==> config.mk <==
export PLATFORM = sky130hd
export DESIGN_NAME = signal_unswitch
export DESIGN_NICKNAME = d
export VERILOG_FILES = /design/src/rtl/signal_unswitch.sv
export SDC_FILE = /design/constraint.sdc
export NUM_CORES = 1
export LEC_CHECK = 0
export ABC_AREA = 1
export CAP_MARGIN = 20
export CELL_PAD_IN_SITES_DETAIL_PLACEMENT = 0
export CELL_PAD_IN_SITES_GLOBAL_PLACEMENT = 1
export CORE_ASPECT_RATIO = 0.8
export CORE_MARGIN = 4
export CORE_UTILIZATION = 37
export CTS_CLUSTER_SIZE = 14
export DETAILED_ROUTE_END_ITERATION = 8
export MAX_ROUTING_LAYER = met4
export PLACE_DENSITY = 0.88
export SLEW_MARGIN = 20
export SYNTH_ARGS = -nofsm -noshare
export SYNTH_HDL_FRONTEND = slang
export SYNTH_SLANG_ARGS = --single-unit
==> constraint.sdc <==
create_clock -name aclk -period 3.91 [get_ports aclk]
set_input_delay 0.9775 -clock aclk [delete_from_list [all_inputs] [get_ports aclk]]
set_output_delay 0.9775 -clock aclk [all_outputs]
set_load 0.02 [all_outputs]
==> src/rtl/signal_unswitch.sv <==
// Receiving end of the channel-swap path: delays the swap control to match the
// processing latency, restores a/b from x/y and blanks valid after each swap.
module signal_unswitch #(
    parameter int DATA_WIDTH    = 16,
    parameter int DELAY_WIDTH   = 5,
    parameter int SETTLE_CYCLES = 4
) (
    input  logic                   aclk,
    input  logic                   areset,
    input  logic                   switch,
    input  logic [DELAY_WIDTH-1:0] delay,
    input  logic [DATA_WIDTH-1:0]  x_in,
    input  logic [DATA_WIDTH-1:0]  y_in,
    input  logic                   valid_in,
    output logic [DATA_WIDTH-1:0]  a_out,
    output logic [DATA_WIDTH-1:0]  b_out,
    output logic                   valid_out,
    output logic                   busy,
    output logic [15:0]            swap_count
);

    localparam int DEPTH    = 2 ** DELAY_WIDTH;
    localparam int CNT_W    = (SETTLE_CYCLES > 0) ? $clog2(SETTLE_CYCLES + 1) : 1;
    localparam bit BLANK_EN = (SETTLE_CYCLES > 0);
    localparam logic [CNT_W-1:0] CNT_LOAD =
        (SETTLE_CYCLES > 0) ? CNT_W'(SETTLE_CYCLES - 1) : '0;

    localparam logic [0:0] PASS  = 1'b0;
    localparam logic [0:0] BLANK = 1'b1;

    logic [DEPTH-1:0]      hist_reg;
    logic                  sw_d;
    logic                  sw_q_reg;
    logic                  swap_edge;

    logic [0:0]            state_reg, state_next;
    logic [CNT_W-1:0]      cnt_reg, cnt_next;
    logic                  valid_next;
    logic                  busy_next;

    logic [DATA_WIDTH-1:0] a_next;
    logic [DATA_WIDTH-1:0] b_next;

    // Switch history; tap 0 already carries one cycle of delay.
    always_ff @(posedge aclk or posedge areset) begin
        if (areset) begin
            hist_reg <= '0;
            sw_q_reg <= 1'b0;
        end else begin
            hist_reg <= {hist_reg[DEPTH-2:0], switch};
            sw_q_reg <= sw_d;
        end
    end

    assign sw_d      = hist_reg[delay];
    assign swap_edge = (sw_d != sw_q_reg);

    genvar gi;
    generate
        for (gi = 0; gi < DATA_WIDTH; gi++) begin : g_swap
            assign a_next[gi] = sw_d ? y_in[gi] : x_in[gi];
            assign b_next[gi] = sw_d ? x_in[gi] : y_in[gi];
        end
    endgenerate

    // Any edge inside BLANK restarts the settle window from the top.
    always_comb begin
        state_next = state_reg;
        cnt_next   = cnt_reg;
        valid_next = valid_in;
        busy_next  = 1'b0;
        case (state_reg)
            PASS: begin
                if (swap_edge && BLANK_EN) begin
                    state_next = BLANK;
                    cnt_next   = CNT_LOAD;
                    valid_next = 1'b0;
                    busy_next  = 1'b1;
                end
            end
            BLANK: begin
                if (swap_edge) begin
                    cnt_next   = CNT_LOAD;
                    valid_next = 1'b0;
                    busy_next  = 1'b1;
                end else if (cnt_reg != '0) begin
                    cnt_next   = cnt_reg - 1'b1;
                    valid_next = 1'b0;
                    busy_next  = 1'b1;
                end else begin
                    state_next = PASS;
                end
            end
            default: begin
                state_next = PASS;
                cnt_next   = '0;
            end
        endcase
    end

    always_ff @(posedge aclk or posedge areset) begin
        if (areset) begin
            state_reg  <= PASS;
            cnt_reg    <= '0;
            a_out      <= '0;
            b_out      <= '0;
            valid_out  <= 1'b0;
            busy       <= 1'b0;
            swap_count <= '0;
        end else begin
            state_reg <= state_next;
            cnt_reg   <= cnt_next;
            a_out     <= a_next;
            b_out     <= b_next;
            valid_out <= valid_next;
            busy      <= busy_next;
            if (swap_edge) begin
                swap_count <= swap_count + 16'd1;
            end
        end
    end

endmodule

==> run metrics, run 1 <==
H-tree level count=3; DP HPWL=5670 µm; max-cap violations=0; post-route clock period utilization=0.792; WL per Instance=13.8 µm; worst-margin pin slew=0.663 ns; drt pass-1 iters=4; leakage=2.30 nW; Final Hold Fails=0; sequential fraction of design power=0.409; dpl cell area=4560 µm²; worst-skew pair later-pin latency=0.33 ns; CP max stage delay=0.76 ns; Mapped Area=3580 µm²; Final ANT Viol Nets=0; max-slew violation count=0; Post-CTS Resized=0; ANT cells=0; Via density=4.78; status=finished clean; DR top layer=met4; Area Overhead vs Synth=36.8%; CP top delay family=buffers and inverters; commonest cells after routing, fill and taps aside=117 x nand2_1, 90 x clkdlybuf4s50_1, 86 x dfrtp_1, 48 x nand3_1, 33 x inv_1; post-synth net total=around 420; wire length on met1=3740 µm; routed via count=2799; Iter 0 DRT Violations=73; commonest non-fill, non-tap cell in the layout=nand2_1; die area=11300 µm²; Clk network pwr share=0.371; largest net degree at the start of global routing=87; internal power=0.00188 W; core box area=9230 µm²; hold buffer count at CTS=0; root buf cell=clkbuf_16; critical path required time=4.15 ns; Worst path slowest cell=clkdlybuf4s50_1; GPL Wtd Cong=~0.85; vias in the first global route=2804; CTS tree=built; register area share after synthesis=0.601; Std-Cell Rows=31; Post-Synthesis Cells=roughly 380; Largest register FFs=32; library cells used by synthesis=26; WS Path Type=in -> reg; share of layout cells above drive strength 1=0.0573; CTS Buffer Depth=2; Min Hold Slack=0.367 ns; CP Capture Type=register; Die H=96.0 µm; final setup violating endpoints=0; Fmax=323 MHz; CP most frequent cell=nand2_1; Worst setup SP type=input pin; Final Skew=approximately 0.0093 ns; TritonCTS buffer count=9; initial antenna violation count=0; met2 wire length=3420 µm; clock sink count=86; Max FO, Critical Path=33; first-pass GRT wire length=13700 µm; GRT Total Usage=0.157; global route overflow=0; metal3 WL=~850 µm; RSZ-0062 raised after global routing=false; Final Cell Area=~4900 µm²; Nets=510; post-CTS setup buffers=0; Final WS setup=0.813 ns; Critical Path AT=3.33 ns; Slew HR=0.557; clock-pin slew on the worst setup and hold paths=0.06 ns; Synth Area per Inst=approximately 9.5 µm²; fraction of power spent switching nets=0.280; Initial Util=0.388; Die X=118 µm; Post-route DRC=0; WL final=8080 µm; fin cells=586; io pins=approximately 90; sum of buffers and inverters on the critical path=3; Synth warnings=0; maximum VDD drop=~0.29 mV; Placed Instances=570; IO Port Bufs=90; Comb pwr share=0.220; pwr dens=approximately 530 nW/µm²; number of synthesized register bits=86; crit-path cells=clkdlybuf4s50_1 > inv_4 > nand2_1 > nand3_1 > nand3_1 > nand2_1 > nand2_1 > nand3_2 > nand2_4 > inv_2 > nand2_1 > o21ai_1; Filler Cell Count=851; worst setup slack after placement=0.511 ns; sw power=0.000730 W; Final Critical Period=3.10 ns; final setup TNS=0 ns; Hold Path Class=reg -> reg
## synthesized netlist by cell type (all sizes together)
cell type,number,area [µm²]
nand2,120,482
dfrtp,86,2150
nand3,51,285
inv,37,141
o21ai,32,160
buf,12,87.6
xor2,11,96.3
nor2,8,30.0
xnor2,4,35.0
a21oi,3,18.8
ha,3,37.5
nand4,3,18.8
nor3,3,15.0
clkbuf,2,7.51
nor4,2,12.5
## path summary, 6_finish.rpt
check,startpoint,to,slack (ns),cells past startpoint
worst min register to register,hist_reg[4],hist_reg[5],0.37,0
worst min-delay path,hist_reg[4],hist_reg[5],0.37,0
worst max-delay path,delay[0],a_out[5],0.81,12
max in group asynchronous,areset,hist_reg[10],2.50,3
worst max register to register,hist_reg[27],a_out[5],2.16,10
min in group asynchronous,areset,hist_reg[5],1.06,3
## metrics by stage
step / util / total power, W
after CTS: 0.530 / 0.00264
final: 0.530 / 0.00261
after floorplan: - / 0.00141
after global placement: 0.494 / 0.00165
after detailed placement: 0.494 / 0.00166
after global routing: 0.530 / 0.00275
## layout make-up
type                            count  area [µm²]  area share
Clock buffer                       11         233      0.0475
Clock inverter                      5         106      0.0217
Inverter                           37         143      0.0291
Multi-Input combinational cell    240        1190       0.243
Sequential cell                    86        2150       0.439
Tap cell                          115         144      0.0294
Timing Repair Buffer               92         928       0.190
## power by group through the flow
stage	clock, W	combinational, W	sequential (W)
floorplan	0	0.000250	0.00116
global placement	0	0.000570	0.00108
detailed placement	0	0.000579	0.00108
CTS	0.000994	0.000582	0.00107
global route	0.00103	0.000639	0.00108
finish	0.000967	0.000574	0.00107
## cells by family after synthesis
logic type      share of synthesized area
xor+xnor                           0.0367
fa+ha+maj                          0.0105
flops                               0.601
compound gates                     0.0500
simple gates                        0.236
buf+inv                            0.0661
## routing by layer
metal | track usage | up-vias
met4 | 0.0302 | 0
met2 | 0.224 | 101
met1 | 0.202 | 1318
met3 | 0.0817 | 6
li1 | - | 1374
met5 | - | -
## worst register-to-register path, delay by kind of cell, from the launching register on
| kind | cells | cell delay [ns] |
|---|---|---|
| AO/OA/AOI/OAI | 1 | 0.11 |
| buffers and inverters | 1 | 0.41 |
| flip-flops | 1 | 0.38 |
| AND/OR/NAND/NOR | 8 | 0.77 |
Power figures use the tool's default switching activity.
==> inputs of run 2 (changes only) <==
--- a/config.mk
+++ b/config.mk
@@ -11,11 +11,11 @@
 export CELL_PAD_IN_SITES_GLOBAL_PLACEMENT = 1
 export CORE_ASPECT_RATIO = 0.8
 export CORE_MARGIN = 4
-export CORE_UTILIZATION = 37
+export CORE_UTILIZATION = 33
 export CTS_CLUSTER_SIZE = 14
 export DETAILED_ROUTE_END_ITERATION = 8
 export MAX_ROUTING_LAYER = met4
-export PLACE_DENSITY = 0.88
+export PLACE_DENSITY = 0.84
 export SLEW_MARGIN = 20
 export SYNTH_ARGS = -nofsm -noshare
 export SYNTH_HDL_FRONTEND = slang
==> constraint.sdc (replaced) <==
create_clock -name aclk -period 2.6 [get_ports aclk]
set_input_delay 0.65 -clock aclk [delete_from_list [all_inputs] [get_ports aclk]]
set_output_delay 0.65 -clock aclk [all_outputs]
set_load 0.02 [all_outputs]
==> run metrics, run 2 (synthesis results as in run 1) <==
status=finished clean (unchanged); WL per Instance=13.3 µm (was 13.8 µm); Nets=514 (was 510); wire length on met1=3880 µm (was 3740 µm); max-slew violation count=0 (unchanged); post-route clock period utilization=0.891; CP Capture Type=register (unchanged); H-tree level count=3 (unchanged); drt pass-1 iters=4 (unchanged); Worst path slowest cell=clkdlybuf4s50_1 (unchanged); die area=12600 µm² (was 11300 µm²); Worst setup SP type=input pin (unchanged); clock-pin slew on the worst setup and hold paths=0.06 ns (about the same); IO Port Bufs=90 (unchanged); Die X=124 µm (was 118 µm); post-CTS setup buffers=0 (unchanged); routed via count=2752 (was 2799); Post-route DRC=0 (unchanged); Die H=101 µm (was 96.0 µm); final setup violating endpoints=0 (unchanged); WS Path Type=in -> reg (unchanged); pwr dens=765 nW/µm² (was 532 nW/µm²); hold buffer count at CTS=0 (unchanged); Final Critical Period=2.32 ns; Largest register FFs=32 (unchanged); crit-path cells=clkdlybuf4s50_1 > inv_2 > nand3_1 > nand3_1 > nand2_1 > nand2_1 > nand3_2 > nand2_4 > nand2_4 > nand2_8 > nand2_1 > nand2_1 (was clkdlybuf4s50_1 > inv_4 > nand2_1 > nand3_1 > nand3_1 > nand2_1 > nand2_1 > nand3_2 > nand2_4 > inv_2 > nand2_1 > o21ai_1); CP most frequent cell=nand2_1 (unchanged); CP max stage delay=0.67 ns (was 0.76 ns); GRT Total Usage=0.138 (was 0.157); Iter 0 DRT Violations=117 (was 73); initial antenna violation count=0 (unchanged); ANT cells=0 (unchanged); met2 wire length=3370 µm (was 3420 µm); Final ANT Viol Nets=0 (unchanged); maximum VDD drop=0.425 mV (was 0.288 mV); DR top layer=met4 (unchanged); worst setup slack after placement=-0.0547 ns (was 0.511 ns); largest net degree at the start of global routing=87 (unchanged); Post-CTS Resized=0 (unchanged); Multi-input gate area=1190 µm² (unchanged); vias in the first global route=2724 (was 2804); clock sink count=86 (unchanged); GPL Wtd Cong=0.829 (was 0.849); root buf cell=clkbuf_16 (unchanged); metal3 WL=812 µm (was 848 µm); TritonCTS buffer count=9 (unchanged); register area=2150 µm² (unchanged); DP HPWL=5770 µm (was 5670 µm); worst-margin pin slew=0.460 ns (was 0.663 ns); share of layout cells above drive strength 1=0.0695 (was 0.0573); CTS Buffer Depth=2 (unchanged); RSZ-0062 raised after global routing=false (unchanged); Std-Cell Rows=33 (was 31); Max FO, Critical Path=18 (was 33); Via density=4.47 (was 4.78); Hold Path Class=reg -> reg (unchanged); worst-skew pair later-pin latency=0.34 ns (was 0.33 ns); io pins=91 (unchanged); Critical Path AT=2.54 ns (was 3.33 ns); Filler Cell Count=980 (was 851); commonest non-fill, non-tap cell in the layout=nand2_1 (unchanged); Final WS setup=0.285 ns (was 0.813 ns); leakage=2.31 nW (was 2.30 nW); commonest cells after routing, fill and taps aside=117 x nand2_1, 90 x clkdlybuf4s50_1, 86 x dfrtp_1, 48 x nand3_1, 33 x inv_1 (unchanged); global route overflow=0 (unchanged); first-pass GRT wire length=13400 µm (was 13700 µm); core box area=10400 µm² (was 9230 µm²); WL final=8160 µm (was 8080 µm); Fmax=between 400 and 500 MHz; max-cap violations=0 (unchanged); CTS tree=built (unchanged); overall power=0.00379 W (was 0.00261 W); Slew HR=0.693 (was 0.557); Area Overhead vs Synth=38.5% (was 36.8%); Final Hold Fails=0 (unchanged); Initial Util=0.344 (was 0.388); Final Skew=0.00807 ns (was 0.00929 ns); critical path required time=2.82 ns (was 4.15 ns)
==> run 2: changes by cell type in the layout (fill, tap and decap cells not counted) <==
cell / before / now
inv_6: 1 / 0
clkinvlp_4: 1 / 4
buf_4: 1 / 3
bufinv_16: 3 / 1
clkbuf_1: 2 / 0
buf_12: 1 / 3
clkbuf_8: 0 / 2
==> run 2: area by class of cell <==
| type | instances | area share |
|---|---|---|
| clock buffer | 11 | 0.0510 |
| clock inverter | 5 | 0.0116 |
| inverter | 37 | 0.0293 |
| multi-input combinational | 240 | 0.240 |
| sequential | 86 | 0.434 |
| tap | 140 | 0.0353 |
| timing repair buffer | 96 | 0.198 |
==> run 2: critical path: cells and delay by family <==
family | cells | cell delay [ns]
and+or+nand+nor | 10 | 1.05
buffers and inverters | 2 | 0.82
==> run 2: metal layers <==
layer  global-route usage  up-vias
met4               0.0455        0
li1                     -     1384
met2                0.191       86
met5                    -        -
met1                0.174     1272
met3               0.0733       10
==> run 2: stage by stage <==
step                instances  hold WS [ns]   util  cell area (µm²)  TNS, ns
detailed placement        599         0.358  0.447             4650   -0.685
global placement          599         0.360  0.447             4650  -0.0913
finish                    615         0.374  0.476             4960        0
CTS                       615         0.376  0.476             4960        0
global route              615         0.390  0.476             4960        0
floorplan                 377         0.354      -             3580        0
==> run 2: path summary, 6_finish.rpt <==
kind	startpoint	end	slack (ns)	depth (start not counted)
hold / removal	hist_reg[7]	hist_reg[8]	0.37	0
min in group asynchronous	areset	a_out[0]	0.77	3
setup / recovery	delay[1]	swap_count[13]	0.28	12
max in group asynchronous	areset	hist_reg[27]	1.46	3
setup reg to reg	swap_count[0]	swap_count[14]	0.94	7
hold reg to reg	hist_reg[7]	hist_reg[8]	0.37	0
==> run 2: power by group <==
part,internal (W),switching [W]
combinational,0.000398,0.000480
clock,0.000794,0.000517
sequential,0.00149,0.000106
==> inputs of run 3 (changes only) <==
--- a/config.mk
+++ b/config.mk
@@ -16,7 +16,7 @@
 export DETAILED_ROUTE_END_ITERATION = 8
 export MAX_ROUTING_LAYER = met4
 export PLACE_DENSITY = 0.84
-export SLEW_MARGIN = 20
+export SLEW_MARGIN = 30
 export SYNTH_ARGS = -nofsm -noshare
 export SYNTH_HDL_FRONTEND = slang
 export SYNTH_SLANG_ARGS = --single-unit
==> results of run 3 <==
The final DEF is identical to that of run 2; final timing and power are the same.
